`src/rtl/cpu_pkg.sv`:
```
// rtl/cpu_pkg.sv - shared types and constants for the instruction-fetch path
package cpu_pkg;

  typedef enum logic [2:0] {
    ST_LOAD_MAR = 3'd0,
    ST_READ     = 3'd1,
    ST_DECODE   = 3'd2,
    ST_EXEC     = 3'd3,
    ST_FAULT    = 3'd4
  } fetch_state_e;

  localparam int          OPCODE_MSB = 31;
  localparam int          OPCODE_LSB = 26;
  localparam logic [31:0] PC_STEP    = 32'd4;

  function automatic logic pc_aligned(input logic [31:0] pc);
    return (pc[1:0] == 2'b00);
  endfunction

endpackage

```
`src/rtl/fetch_sequencer.sv`:
```
// rtl/fetch_sequencer.sv - multicycle fetch FSM owning PC, MAR and IR
module fetch_sequencer
  import cpu_pkg::*;
#(
  parameter logic [31:0] RESET_PC    = 32'h0000_0000,
  parameter int          MOC_TIMEOUT = 15
) (
  input  logic        clk,
  input  logic        reset,
  output logic [31:0] mem_addr,
  output logic        mem_rd,
  input  logic [31:0] mem_rdata,
  input  logic        mem_moc,
  input  logic        exec_done,
  input  logic        pc_load,
  input  logic [31:0] next_pc,
  output logic [31:0] pc,
  output logic [31:0] ir,
  output logic [5:0]  opcode,
  output logic        inst_valid,
  output logic        fault
);

  localparam logic [7:0] TIMEOUT_CNT = 8'(MOC_TIMEOUT);

  fetch_state_e state_q, state_d;
  logic [31:0]  pc_q, pc_d;
  logic [31:0]  mar_q, mar_d;
  logic [31:0]  ir_q, ir_d;
  logic [7:0]   wait_q, wait_d;
  logic [7:0]   wait_inc;

  assign wait_inc = wait_q + 8'd1;

  always_ff @(posedge clk) begin
    if (reset) begin
      state_q <= ST_LOAD_MAR;
    end else begin
      state_q <= state_d;
    end
  end

  always_comb begin
    state_d = state_q;
    case (state_q)
      ST_LOAD_MAR: state_d = pc_aligned(pc_q) ? ST_READ : ST_FAULT;
      ST_READ: begin
        if (mem_moc) begin
          state_d = ST_DECODE;
        end else if (wait_inc == TIMEOUT_CNT) begin
          state_d = ST_FAULT;
        end
      end
      ST_DECODE:   state_d = ST_EXEC;
      ST_EXEC:     if (exec_done) state_d = ST_LOAD_MAR;
      ST_FAULT:    state_d = ST_FAULT;
      default:     state_d = ST_FAULT;
    endcase
  end

  // Wait counter is zero everywhere outside READ, so it is already clear on entry.
  always_comb begin
    pc_d   = pc_q;
    mar_d  = mar_q;
    ir_d   = ir_q;
    wait_d = 8'd0;
    case (state_q)
      ST_LOAD_MAR: mar_d = pc_q;
      ST_READ: begin
        if (mem_moc) begin
          ir_d = mem_rdata;
        end else begin
          wait_d = wait_inc;
        end
      end
      ST_DECODE:   pc_d = pc_q + PC_STEP;
      ST_EXEC:     if (exec_done && pc_load) pc_d = next_pc;
      default:     ;
    endcase
  end

  always_ff @(posedge clk) begin
    if (reset) begin
      pc_q   <= RESET_PC;
      mar_q  <= 32'd0;
      ir_q   <= 32'd0;
      wait_q <= 8'd0;
    end else begin
      pc_q   <= pc_d;
      mar_q  <= mar_d;
      ir_q   <= ir_d;
      wait_q <= wait_d;
    end
  end

  always_comb begin
    mem_rd     = (state_q == ST_READ);
    inst_valid = (state_q == ST_DECODE);
    fault      = (state_q == ST_FAULT);
  end

  assign mem_addr = mar_q;
  assign pc       = pc_q;
  assign ir       = ir_q;
  assign opcode   = ir_q[OPCODE_MSB:OPCODE_LSB];

endmodule

```
`config.mk`:
```
export PLATFORM = sky130hd
export DESIGN_NAME = fetch_sequencer
export DESIGN_NICKNAME = d
export VERILOG_FILES = /design/src/rtl/cpu_pkg.sv /design/src/rtl/fetch_sequencer.sv
export SDC_FILE = /design/constraint.sdc
export NUM_CORES = 1
export LEC_CHECK = 0
export CELL_PAD_IN_SITES_DETAIL_PLACEMENT = 1
export CELL_PAD_IN_SITES_GLOBAL_PLACEMENT = 1
export CORE_UTILIZATION = 31
export CTS_BUF_LIST = sky130_fd_sc_hd__clkbuf_4
export DETAILED_ROUTE_END_ITERATION = 6
export HOLD_SLACK_MARGIN = 0.03
export PLACE_DENSITY = 0.87
export SYNTH_ARGS = -nofsm -noshare
export SYNTH_HDL_FRONTEND = slang
export SYNTH_SLANG_ARGS = --single-unit
```
`constraint.sdc`:
```
create_clock -name clk -period 2.3 [get_ports clk]
set_input_delay 0.575 -clock clk [delete_from_list [all_inputs] [get_ports clk]]
set_output_delay 0.575 -clock clk [all_outputs]
set_load 0.05 [all_outputs]
```
==> results of run 1 <==
## cells by family (layout without fill, tap and decap cells)
group | Yosys count | count (layout)
flip-flops | 107 | 107
adder cells (fa/ha/maj) | 3 | 3
buffers and inverters | 52 | 227
XOR/XNOR | 4 | 4
AND/OR/NAND/NOR | 287 | 287
AO/OA/AOI/OAI | 156 | 156
## power by group through the flow
stage | clock network, mW | registers (mW) | logic [mW]
after global routing | 1.00 | 1.99 | 0.955
after detailed placement | 0 | 2.02 | 0.907
after global placement | 0 | 2.01 | 0.878
after CTS | 0.926 | 1.98 | 0.904
final | 0.891 | 1.98 | 0.898
after floorplan | 0 | 2.19 | 0.319
## what timing repair did
item	4_1_cts	5_1_grt
setup endpoints to repair	28	23
gates resized for setup	29	22
pin swaps	0	0
hold buffers	0	0
cloned	0	0
## flip-flops by register name (all words and copies together), names as in the netlist
signal,count
wait_q,8
pc,32
ir,32
state_q,3
mem_addr,32
## layout by cell type (no fill, tap or decap), types with 9 or more instances in the layout
cell / count
nor3_1: 13
nand4_1: 10
dlygate4sd2_1: 27
nand3_1: 17
a31oi_1: 10
clkbuf_4: 10
o21ai_0: 20
nand2_1: 164
or3_1: 9
a21oi_1: 86
buf_4: 41
dfxtp_1: 105
and3_1: 9
nor2_1: 25
dlymetal6s2s_1: 20
clkdlybuf4s50_1: 117
## synthesized netlist by cell type, types with 2 or more instances
| library cell | count | area, um2 |
|---|---|---|
| o21ai_0 | 20 | 100.1 |
| and2_1 | 6 | 37.54 |
| o211ai_1 | 2 | 15.01 |
| o21bai_1 | 4 | 30.03 |
| ha_1 | 3 | 37.54 |
| nand2b_1 | 5 | 31.28 |
| buf_4 | 6 | 45.04 |
| a31oi_1 | 10 | 62.56 |
| nand4b_1 | 3 | 26.28 |
| nand3b_1 | 5 | 37.54 |
| buf_2 | 8 | 40.04 |
| a31o_2 | 2 | 17.52 |
| nor4_1 | 3 | 18.77 |
| and3_1 | 9 | 56.30 |
| a211oi_1 | 8 | 60.06 |
| and4_1 | 3 | 26.28 |
| nand4_1 | 10 | 62.56 |
| dfxtp_1 | 107 | 2142 |
| a21oi_1 | 87 | 435.4 |
| clkbuf_1 | 34 | 127.6 |
| a311oi_1 | 2 | 17.52 |
| nor2_1 | 25 | 93.84 |
| o32ai_1 | 2 | 17.52 |
| xor2_1 | 3 | 26.28 |
| a22oi_1 | 5 | 37.54 |
| nor3_1 | 14 | 70.07 |
| a21o_1 | 5 | 37.54 |
| or3_1 | 9 | 56.30 |
| nor3b_1 | 3 | 22.52 |
| nand2_1 | 164 | 615.6 |
| nand3_1 | 17 | 85.08 |
| inv_1 | 3 | 11.26 |
| and3b_1 | 2 | 17.52 |
| o31ai_1 | 3 | 22.52 |
## final timing paths
check,start,endpoint,cells after the start
max,ir[30],opcode[4],1
min,mem_addr[30],mem_addr[30],2
max reg2reg,pc[2],pc[12],7
min reg2reg,mem_addr[30],mem_addr[30],2
## per-layer routing
metal | GRT usage, % | vias up | routed length, um
li1 | - | 2448 | -
met1 | 25.33 | 2445 | 7162
met2 | 39.30 | 166 | 8489
met3 | 4.279 | 25 | 1106
met4 | 7.461 | 0 | 357
met5 | 0 | - | 0
## area by class of cell
class,instances,share of cell area [%]
flip-flops and latches,107,31.05
repair buffers,208,29.33
well taps,184,3.333
inverters,3,0.1630
clock buffers,10,1.087
clock inverters,6,0.6159
multi-input cells,450,34.42
## worst reg2reg max path, cell delays in order, from the launching register on
cell     delay, ps
dfxtp_1        520
ha_1           240
nand3_1        170
buf_4          220
nor2_1         270
nand2_1        160
o31a_1         270
o32ai_1        210
## through the flow
| stage | setup TNS, ps | hold WS, ps | utilization (%) | area [um2] | setup slack, ps |
|---|---|---|---|---|---|
| after floorplan | 0 | 429.7 | - | 4727 | 105.4 |
| after global placement | -459.4 | 442.7 | 45.97 | 6758 | -113.3 |
| after detailed placement | -785.6 | 449.7 | 45.97 | 6758 | -164.5 |
| after CTS | 0 | 470.7 | 46.60 | 6849 | 3.983 |
| after global routing | 0 | 482.4 | 46.99 | 6907 | 0.3014 |
| final | 0 | 466.6 | 46.99 | 6907 | 64.85 |
==> qor.txt, run 1 <==
sequential share of power: 52.5%
Root Buffer: clkbuf_4
critical path class: register to primary output
Setup Fix Bufs, Post-CTS: 0
Leak: 2.808 nW
register area share after synthesis: 45.41%
1st-pass router iterations: 7
Synth async-reset ratio: 0%
Final nets: 851
Distinct cells, synth: 51
routed wire length: 17120 um
Top FF cell, synth: dfxtp_1
final worst path period need: 2235 ps
Reg area: 2145 um2
Final HPWL DP: 12880 um
Rows: 44
DRC violations left: 20
Detail Route Antenna Nets: 0
Switch Pwr: 1.287 mW
multi-input logic area: 2377 um2
area delta synth->final: 46.42%
complex-gate fraction of the synthesized area: 19.55%
final period utilization: 97.18%
Post-Syn Instances: 609
proportion of power drawn by combinational gates: 23.8%
XOR/XNOR share of the synthesized area: 0.7427%
Final Skew: 21.15 ps
Final Max Tran Viols: 0
CTS buffer count: 9
vias per inst: 5.252
Synth Area in Adders: 0.7958%
#FFs+latches synth: 107
relative slew slack: 63.03%
multiplexer area fraction after synthesis: 0%
delay-heaviest family, CP: buffers and inverters
Least-Margin Pin Slew: 553.6 ps
largest family of logic cells by synthesized area: simple AND/OR/NAND/NOR gates
post-synthesis simple-gate area fraction: 28.65%
worst path required time: 1730 ps
clock tree buffer depth: 2
Crit Path Max Fanout: 3
IO Port Bufs: 173
die area: 15710 um2
worst endpoint data arrival time: 1660 ps
Startpoint Class: register
synth warn: 0
CTS tree: built
RSZ-0062 raised after global routing: false
gp weighted congestion: 0.8492
wire per inst: 17.68 um
Synth Net Count: 681
total chip power: 3.769 mW
Power Density: 545.7 nW/um2
Avg Cell Area, Syn: 7.746 um2
Worst Path Buf+Inv: 1
Max Freq: 447.4 MHz
1st-iter DRT viols: 318
slowest cell delay on critical path: 810 ps
number of flops mapped to enable cells by yosys: 0
antenna violations before repair: 0
total track usage: 21.67%
path type of the worst min-delay path: register to register
die width: 125.4 um
share of cells above drive strength 1: 9.439%
failing checks: design-rule violations
Worst-Skew Late Latency: 480 ps
# IOs: 174
global route overflow: 0
internal power: 2.482 mW
status: finished with violations
crit path max-delay cell type: clkdlybuf4s50_1
first-pass GRT wire length: 27210 um
H-tree Lvls: 3
vias in the first global route: 5184
Finished Layout Cells: 968
# setup viols final: 0
Max VDD drop: 0.0002278 V
Filler cells: 1752
pin count of the biggest net entering global routing: 37
vias: 5084
Fin. Hold Viols: 0
starting density of the core: 32.09%
Syn Std Cell Area: 4717 um2
worst-path cell chain: clkdlybuf4s50_1
CTS clk-pin slew, worst paths: 160 ps
CTS Sinks: 107
switching fraction of total power: 34.15%
clock share of power: 23.7%
max-cap violation count: 0
antenna diode count: 0
register-to-register setup slack: 190 ps
placed cell count: 952
CP endpoint kind: primary output
area of the core: 14700 um2
Die Y: 125.4 um
Note: power is estimated with default switching activity, not from simulation.
==> run 2, diff against run 1 <==
clock period = 2.8 ns   (was 2.3 ns; I/O delays follow)
==> qor.txt, run 2 (synthesized netlist as in run 1, its figures left out) <==
Fin. Hold Viols: 0
Detail Route Antenna Nets: 0
Startpoint Class: register
IO Port Bufs: 173
Worst Path Buf+Inv: 1
die width: 125.4 um
WHS: 466.7 ps
Worst-Skew Late Latency: 500 ps
share of cells above drive strength 1: 6.144%
Crit path depth: 1
worst-path cell chain: clkdlybuf4s50_1
worst endpoint data arrival time: 1980 ps
pin count of the biggest net entering global routing: 40
worst path required time: 2100 ps
crit path max-delay cell type: clkdlybuf4s50_1
clock tree buffer depth: 2
placed cell area: 6618 um2
vias: 4967
Final Core Density: 45.99%
register-to-register setup slack: 570 ps
Worst Hold Depth: 2
Final Skew: 25.14 ps
# IOs: 174
failing checks: design-rule violations
Root Buffer: clkbuf_4
commonest non-fill, non-tap cell in the layout: clkdlybuf4s50_1
Post-Route Setup TNS: 0 ps
Leak: 2.219 nW
die area: 15710 um2
wire per inst: 17.36 um
max-cap violation count: 0
final worst path period need: 2681 ps
status: finished with violations
CTS clk-pin slew, worst paths: 170 ps
DRC violations left: 21
Final HPWL DP: 12250 um
H-tree Lvls: 3
vias in the first global route: 5225
worst-case reg-to-reg path depth: 7
area of the core: 14700 um2
# setup viols final: 0
CP endpoint kind: primary output
routed wire length: 16480 um
Die Y: 125.4 um
Setup Fix Bufs, Post-CTS: 0
relative slew slack: 47.68%
global route overflow: 0
area delta synth->final: 43.32%
most frequent cells in the layout: clkdlybuf4s50_1, nand2_1, dfxtp_1
vias per inst: 5.234
Power Density: 469.9 nW/um2
delay-heaviest family, CP: buffers and inverters
starting density of the core: 32.09%
critical path class: register to primary output
CTS Sinks: 107
Crit Path Max Fanout: 10
Final Max Tran Viols: 0
1st-iter DRT viols: 195
worst r2r dst: pc[20]
antenna violations before repair: 0
Least-Margin Pin Slew: 784.9 ps
Max Freq: 373.1 MHz
path type of the worst min-delay path: register to register
first-pass GRT wire length: 26600 um
1st-pass router iterations: 6
final period utilization: 95.73%
R2R Path Start: pc[2]
CTS tree: built
Post-CTS Hold Buffers: 0
Max VDD drop: 0.0002023 V
antenna diode count: 0
Rows: 44
CTS resizes: 0
CTS buffer count: 9
placed cell count: 933
worst setup path endpoint: pc[9]
RSZ-0062 raised after global routing: false
gp weighted congestion: 0.8061
Final nets: 832
Worst Setup SP: pc[9]
total track usage: 21.31%
slowest cell delay on critical path: 890 ps
Design Area, Final: 6760 um2
Finished Layout Cells: 949
-- run 2: per-layer routing --
layer | vias to the layer above | global-route usage [%] | share of wire [%]
met4 | 0 | 9.254 | 2.5
met1 | 2369 | 24.10 | 42
met5 | - | 0 | 0
met3 | 30 | 4.964 | 6.1
li1 | 2410 | - | -
met2 | 158 | 38.19 | 49
-- run 2: worst min path at each step --
stage                  from      endpoint  slack (ps)
2_1_floorplan     wait_q[0]     wait_q[0]         430
3_3_place_gp          ir[6]         ir[6]         440
3_5_place_dp      wait_q[0]     wait_q[0]         450
4_1_cts        mem_addr[22]  mem_addr[22]         470
5_1_grt        mem_addr[22]  mem_addr[22]         480
6_report       mem_addr[22]  mem_addr[22]         470
-- run 2: worst register-to-register path, cell delays in order, from the launching register on --
cell and delay [ps]:
dfxtp_1 520, ha_1 250, nand3_1 80, buf_4 170
nor3_2 420, nand3_1 170, or3_1 360, a31oi_1 190
-- run 2: cell type report --
cell class	count	area [um2]
tap	184	230.2
clock inverter	7	75.07
multi-input combinational	450	2355
fill	1784	7939
inverter	3	11.26
clock buffer	9	67.56
sequential	107	2142
timing repair buffer	189	1879
-- run 2: through the flow --
| step | worst slack (ps) | power, mW |
|---|---|---|
| global placement | 175.9 | 2.352 |
| CTS | 63.89 | 3.225 |
| detailed placement | 129.2 | 2.379 |
| floorplan | 213.3 | 2.056 |
| global route | 14.06 | 3.327 |
| finish | 119.4 | 3.177 |
-- run 2: power breakdown --
group          total, mW  switching [mW]  internal [mW]
Combinational      0.712           0.448          0.265
Sequential          1.63          0.0537           1.57
Clock              0.837           0.558          0.279
Total               3.18            1.06           2.12
==> run 3, diff against run 2 <==
CAP_MARGIN = 20   (was unset)
==> results of run 3 <==
Final layout, timing and power as in run 2 (identical DEF).
==> variant 1 (config.mk and constraints of run 1) <==
Register the output `fault`, with the module's reset; this adds one clock of latency there. The other outputs are not delayed to match.
--- a/src/rtl/fetch_sequencer.sv
+++ b/src/rtl/fetch_sequencer.sv
@@ -22,6 +22,8 @@
 );
 
   localparam logic [7:0] TIMEOUT_CNT = 8'(MOC_TIMEOUT);
+
+  logic fault_d;
 
   fetch_state_e state_q, state_d;
   logic [31:0]  pc_q, pc_d;
@@ -96,7 +98,7 @@
   always_comb begin
     mem_rd     = (state_q == ST_READ);
     inst_valid = (state_q == ST_DECODE);
-    fault      = (state_q == ST_FAULT);
+    fault_d    = (state_q == ST_FAULT);
   end
 
   assign mem_addr = mar_q;
@@ -104,5 +106,13 @@
   assign ir       = ir_q;
   assign opcode   = ir_q[OPCODE_MSB:OPCODE_LSB];
 
+  always_ff @(posedge clk) begin
+    if (reset) begin
+      fault <= '0;
+    end else begin
+      fault <= fault_d;
+    end
+  end
+
 endmodule
 
Check against the original RTL: not equivalent (Yosys sat finds a counterexample within 10 cycles, from zero or initial values and one cycle with reset high).
==> variant 1 against run 1 <==
Cell count is 1.0% higher; power is 10% higher; setup slack worse by 0.029 ns; routed wire length is 1.7% lower; sequential cell count is 1 higher; critical path depth is 5 higher; highest routed layer unchanged; maximum frequency is 1.3% lower; area after synthesis is 1.8% higher; core utilization is 0.66 points lower; final area is 1.6% higher; via count is 0.39% higher; global-route usage is 0.70 points lower.
==> variant 1: results <==
[run_status]
status = finished clean

[synthesis]
synth-seq-area-share_pct = 45.0
yosys-top-cells-count = 163 x nand2_1, 108 x dfxtp_1, 87 x a21oi_1, 42 x nor2_1, 31 x clkbuf_1
syn_nets = 691
synth_fa_ha_area_share_pct = 0.782
synth_seq_cells = 108
synth.area.top_cells = dfxtp_1 45%, nand2_1 13%, a21oi_1 9.1%
synth_compound_area_share_pct = 19.6
ys_types = 60
synthXorXnorAreaFrac_pct = 0.730
synth_mux_area_share_pct = 0.860

[power]
p_sw_mw = 1.41
p_leak_nw = 3.29
comb_power_share_pct = 24.8

[worst_hold_path]
min-delay-start = reset
holdPathEnd = ir[27]

[clock_tree]
clk_pin_slew_worst_paths_ns = 0.18
clock_latency_ns = 0.50

[layout]
fin_nets = 858

[grt]
grt_pass1_vias = 4913
grtUsageMet1_pct = 26.4
gr-usage-met2_pct = 35.4
track_usage_pct = 21.0
use_met3_pct = 4.13

[critical_path]
cpLargestDelayFamily = buffers and inverters
crit_arrival_ns = 1.69
slowest_delay_ns = 0.51
timing.rr.start = pc[3]
worst-r2r-cell-count = 6
rr_endpoint = pc[30]

[placement]
place.gp.congestion = 0.800
hpwl_um = 12400

[drt]
drtIter0Drc = 186
dr_wl_met2_um = 8160
drt-met1-wl_um = 7550
vias = 5104
wl_met3_um = 681

[sta]
worstMarginPinSlew_ns = 0.553
finClkSkew_ns = 0.0302
[variant 1: cell types whose count changed in the layout (fill, tap and decap cells not counted), moves of 4 or more]
cell / change
o22ai_1: +4
dlygate4sd2_1: +16
clkinvlp_4: -4
a211oi_1: -5
o21bai_1: -4
clkdlybuf4s50_1: -38
dlymetal6s2s_1: +16
nand2b_1: -4
nor2_1: +17
[variant 1: final cells by class]
type                       instances  area (sq um)
multi-input combinational        455          2410
clock inverter                     6          88.8
tap                              188           235
inverter                           6          22.5
clock buffer                       9          67.6
sequential                       108          2170
fill                            1819          8130
timing repair buffer             206          2020
[variant 1: stage by stage]
step / utilization, % / cells / instance area, sq um / hold WS, ns / setup WS [ns]
after floorplan: - / 619 / 4810 / 0.430 / 0.111
after global placement: 44.9 / 963 / 6810 / 0.441 / -0.0291
after detailed placement: 44.9 / 963 / 6810 / 0.448 / -0.0267
after CTS: 45.6 / 978 / 6910 / 0.348 / 0.000144
after global routing: 46.3 / 978 / 7020 / 0.345 / -0.0226
final: 46.3 / 978 / 7020 / 0.391 / 0.0359
[variant 1: repair_timing]
item / 4_1_cts / 5_1_grt
setup endpoints to repair: 47 / 40
buffers inserted: 0 / 0
pin swaps: 1 / 1
gates resized for setup: 48 / 42
[variant 1: worst max path at each step]
stage	endpoint	slack, ns
floorplan	pc[23]	0.11
global placement	inst_valid	-0.03
detailed placement	inst_valid	-0.03
CTS	ir[30]	0.0001
global route	mem_addr[31]	-0.02
finish	inst_valid	0.04
[variant 1: logic make-up (layout without fill, tap and decap cells)]
kind of cell,after synthesis,after routing
AND/OR/NAND/NOR,287,287
adder cells (fa/ha/maj),3,3
buffers and inverters,56,227
XOR/XNOR,4,4
AO/OA/AOI/OAI,157,157
flip-flops,108,108
multiplexers,4,4
==> variant 2 (config.mk and constraints of run 1) <==
Made on the original files. Change the parameter `MOC_TIMEOUT` from 15 to 7.
--- a/src/rtl/fetch_sequencer.sv
+++ b/src/rtl/fetch_sequencer.sv
@@ -3,7 +3,7 @@
   import cpu_pkg::*;
 #(
   parameter logic [31:0] RESET_PC    = 32'h0000_0000,
-  parameter int          MOC_TIMEOUT = 15
+  parameter int          MOC_TIMEOUT = 7
 ) (
   input  logic        clk,
   input  logic        reset,
Behaviour: not the same (Yosys sat finds a counterexample within 10 cycles, from zero or initial values and one cycle with reset high).
==> variant 2 against run 1 <==
Combinational power is 22% higher; setup slack worse by 0.0054 ns; count of clock-buffer cells in the layout stayed put; routed wire length is 1.3% lower; final area is 2.8% higher; maximum frequency is 0.24% lower; register-to-register slack worse by 0.02 ns; power is 11% higher; sequential cell count stayed put; core utilization is 0.12 points lower; clock power is 16% higher; area after synthesis is 1.8% higher; sequential power is 4% higher; critical path type unchanged.
==> variant 2: results <==
[layout]
areaGrowthSynthToFinish_pct = 47.8
drive_above_1_share_pct = 9.54
fin_nets = 874
multi_input_gates = 465
clk_share_pct = 2.12
stdcell_count = 995
inverters = 10
signal_buffers = 209
nFillCells = 1853
bufAreaShareNonClock_pct = 29.6
multi_input_area_sq_mm = 0.00243

[synthesis]
ys_types = 53
synthCells = 631
syn_nets = 703
yosys-top-cells-count = 171 x nand2_1, 107 x dfxtp_1, 93 x a21oi_1, 36 x nor2_1, 35 x clkbuf_1

[sta]
finClkSkew_ns = 0.0235
worstMarginPinSlew_ns = 0.557

[placement]
place.gp.congestion = 0.879
hpwl_um = 12500
dp_cells = 979
preCtsSetupSlack_ns = -0.0589

[drt]
drtIter0Drc = 262

[floorplanning]
fp-row-count = 45

[grt]
grt_max_degree = 49
grt_pass1_vias = 5323
track_usage_pct = 21.2
grt_first_pass_wirelength_um = 27000

[run_status]
status = finished clean

[clock_tree]
post_cts_resize_count = 44

[power]
p_leak_nw = 3.48
peakVddDrop_mv = 0.443

[worst_hold_path]
worstHoldPathType = primary input to flip-flop
variant 2: power breakdown:
group | switching [mW] | internal, mW | leakage [nW]
clock network | 0.677 | 0.357 | 0.0787
logic | 0.703 | 0.393 | 2.54
registers | 0.104 | 1.95 | 0.868
variant 2: kinds of logic after synthesis:
logic type	after synthesis	synth area share (%)
AND/OR/NAND/NOR	302	29.2
AO/OA/AOI/OAI	156	19.4
flip-flops	107	44.6
buffers and inverters	59	5.26
XOR/XNOR	4	0.730
adder cells (fa/ha/maj)	3	0.782
variant 2: final timing paths:
| path | depth (start not counted) | endpoint | slack, ns | start |
|---|---|---|---|---|
| max | 1 | pc[20] | 0.06 | pc[20] |
| min | 2 | mem_addr[25] | 0.42 | reset |
| max reg2reg | 5 | pc[30] | 0.17 | pc[10] |
| min reg2reg | 2 | ir[0] | 0.46 | ir[0] |
variant 2: metal layers:
layer	share of wire (%)	wire (um)	track usage [%]
met4	1.4	240	5.67
met1	44	7470	25.4
met2	49	8300	37.4
met3	5.3	891	5.48
met5	0	0	0
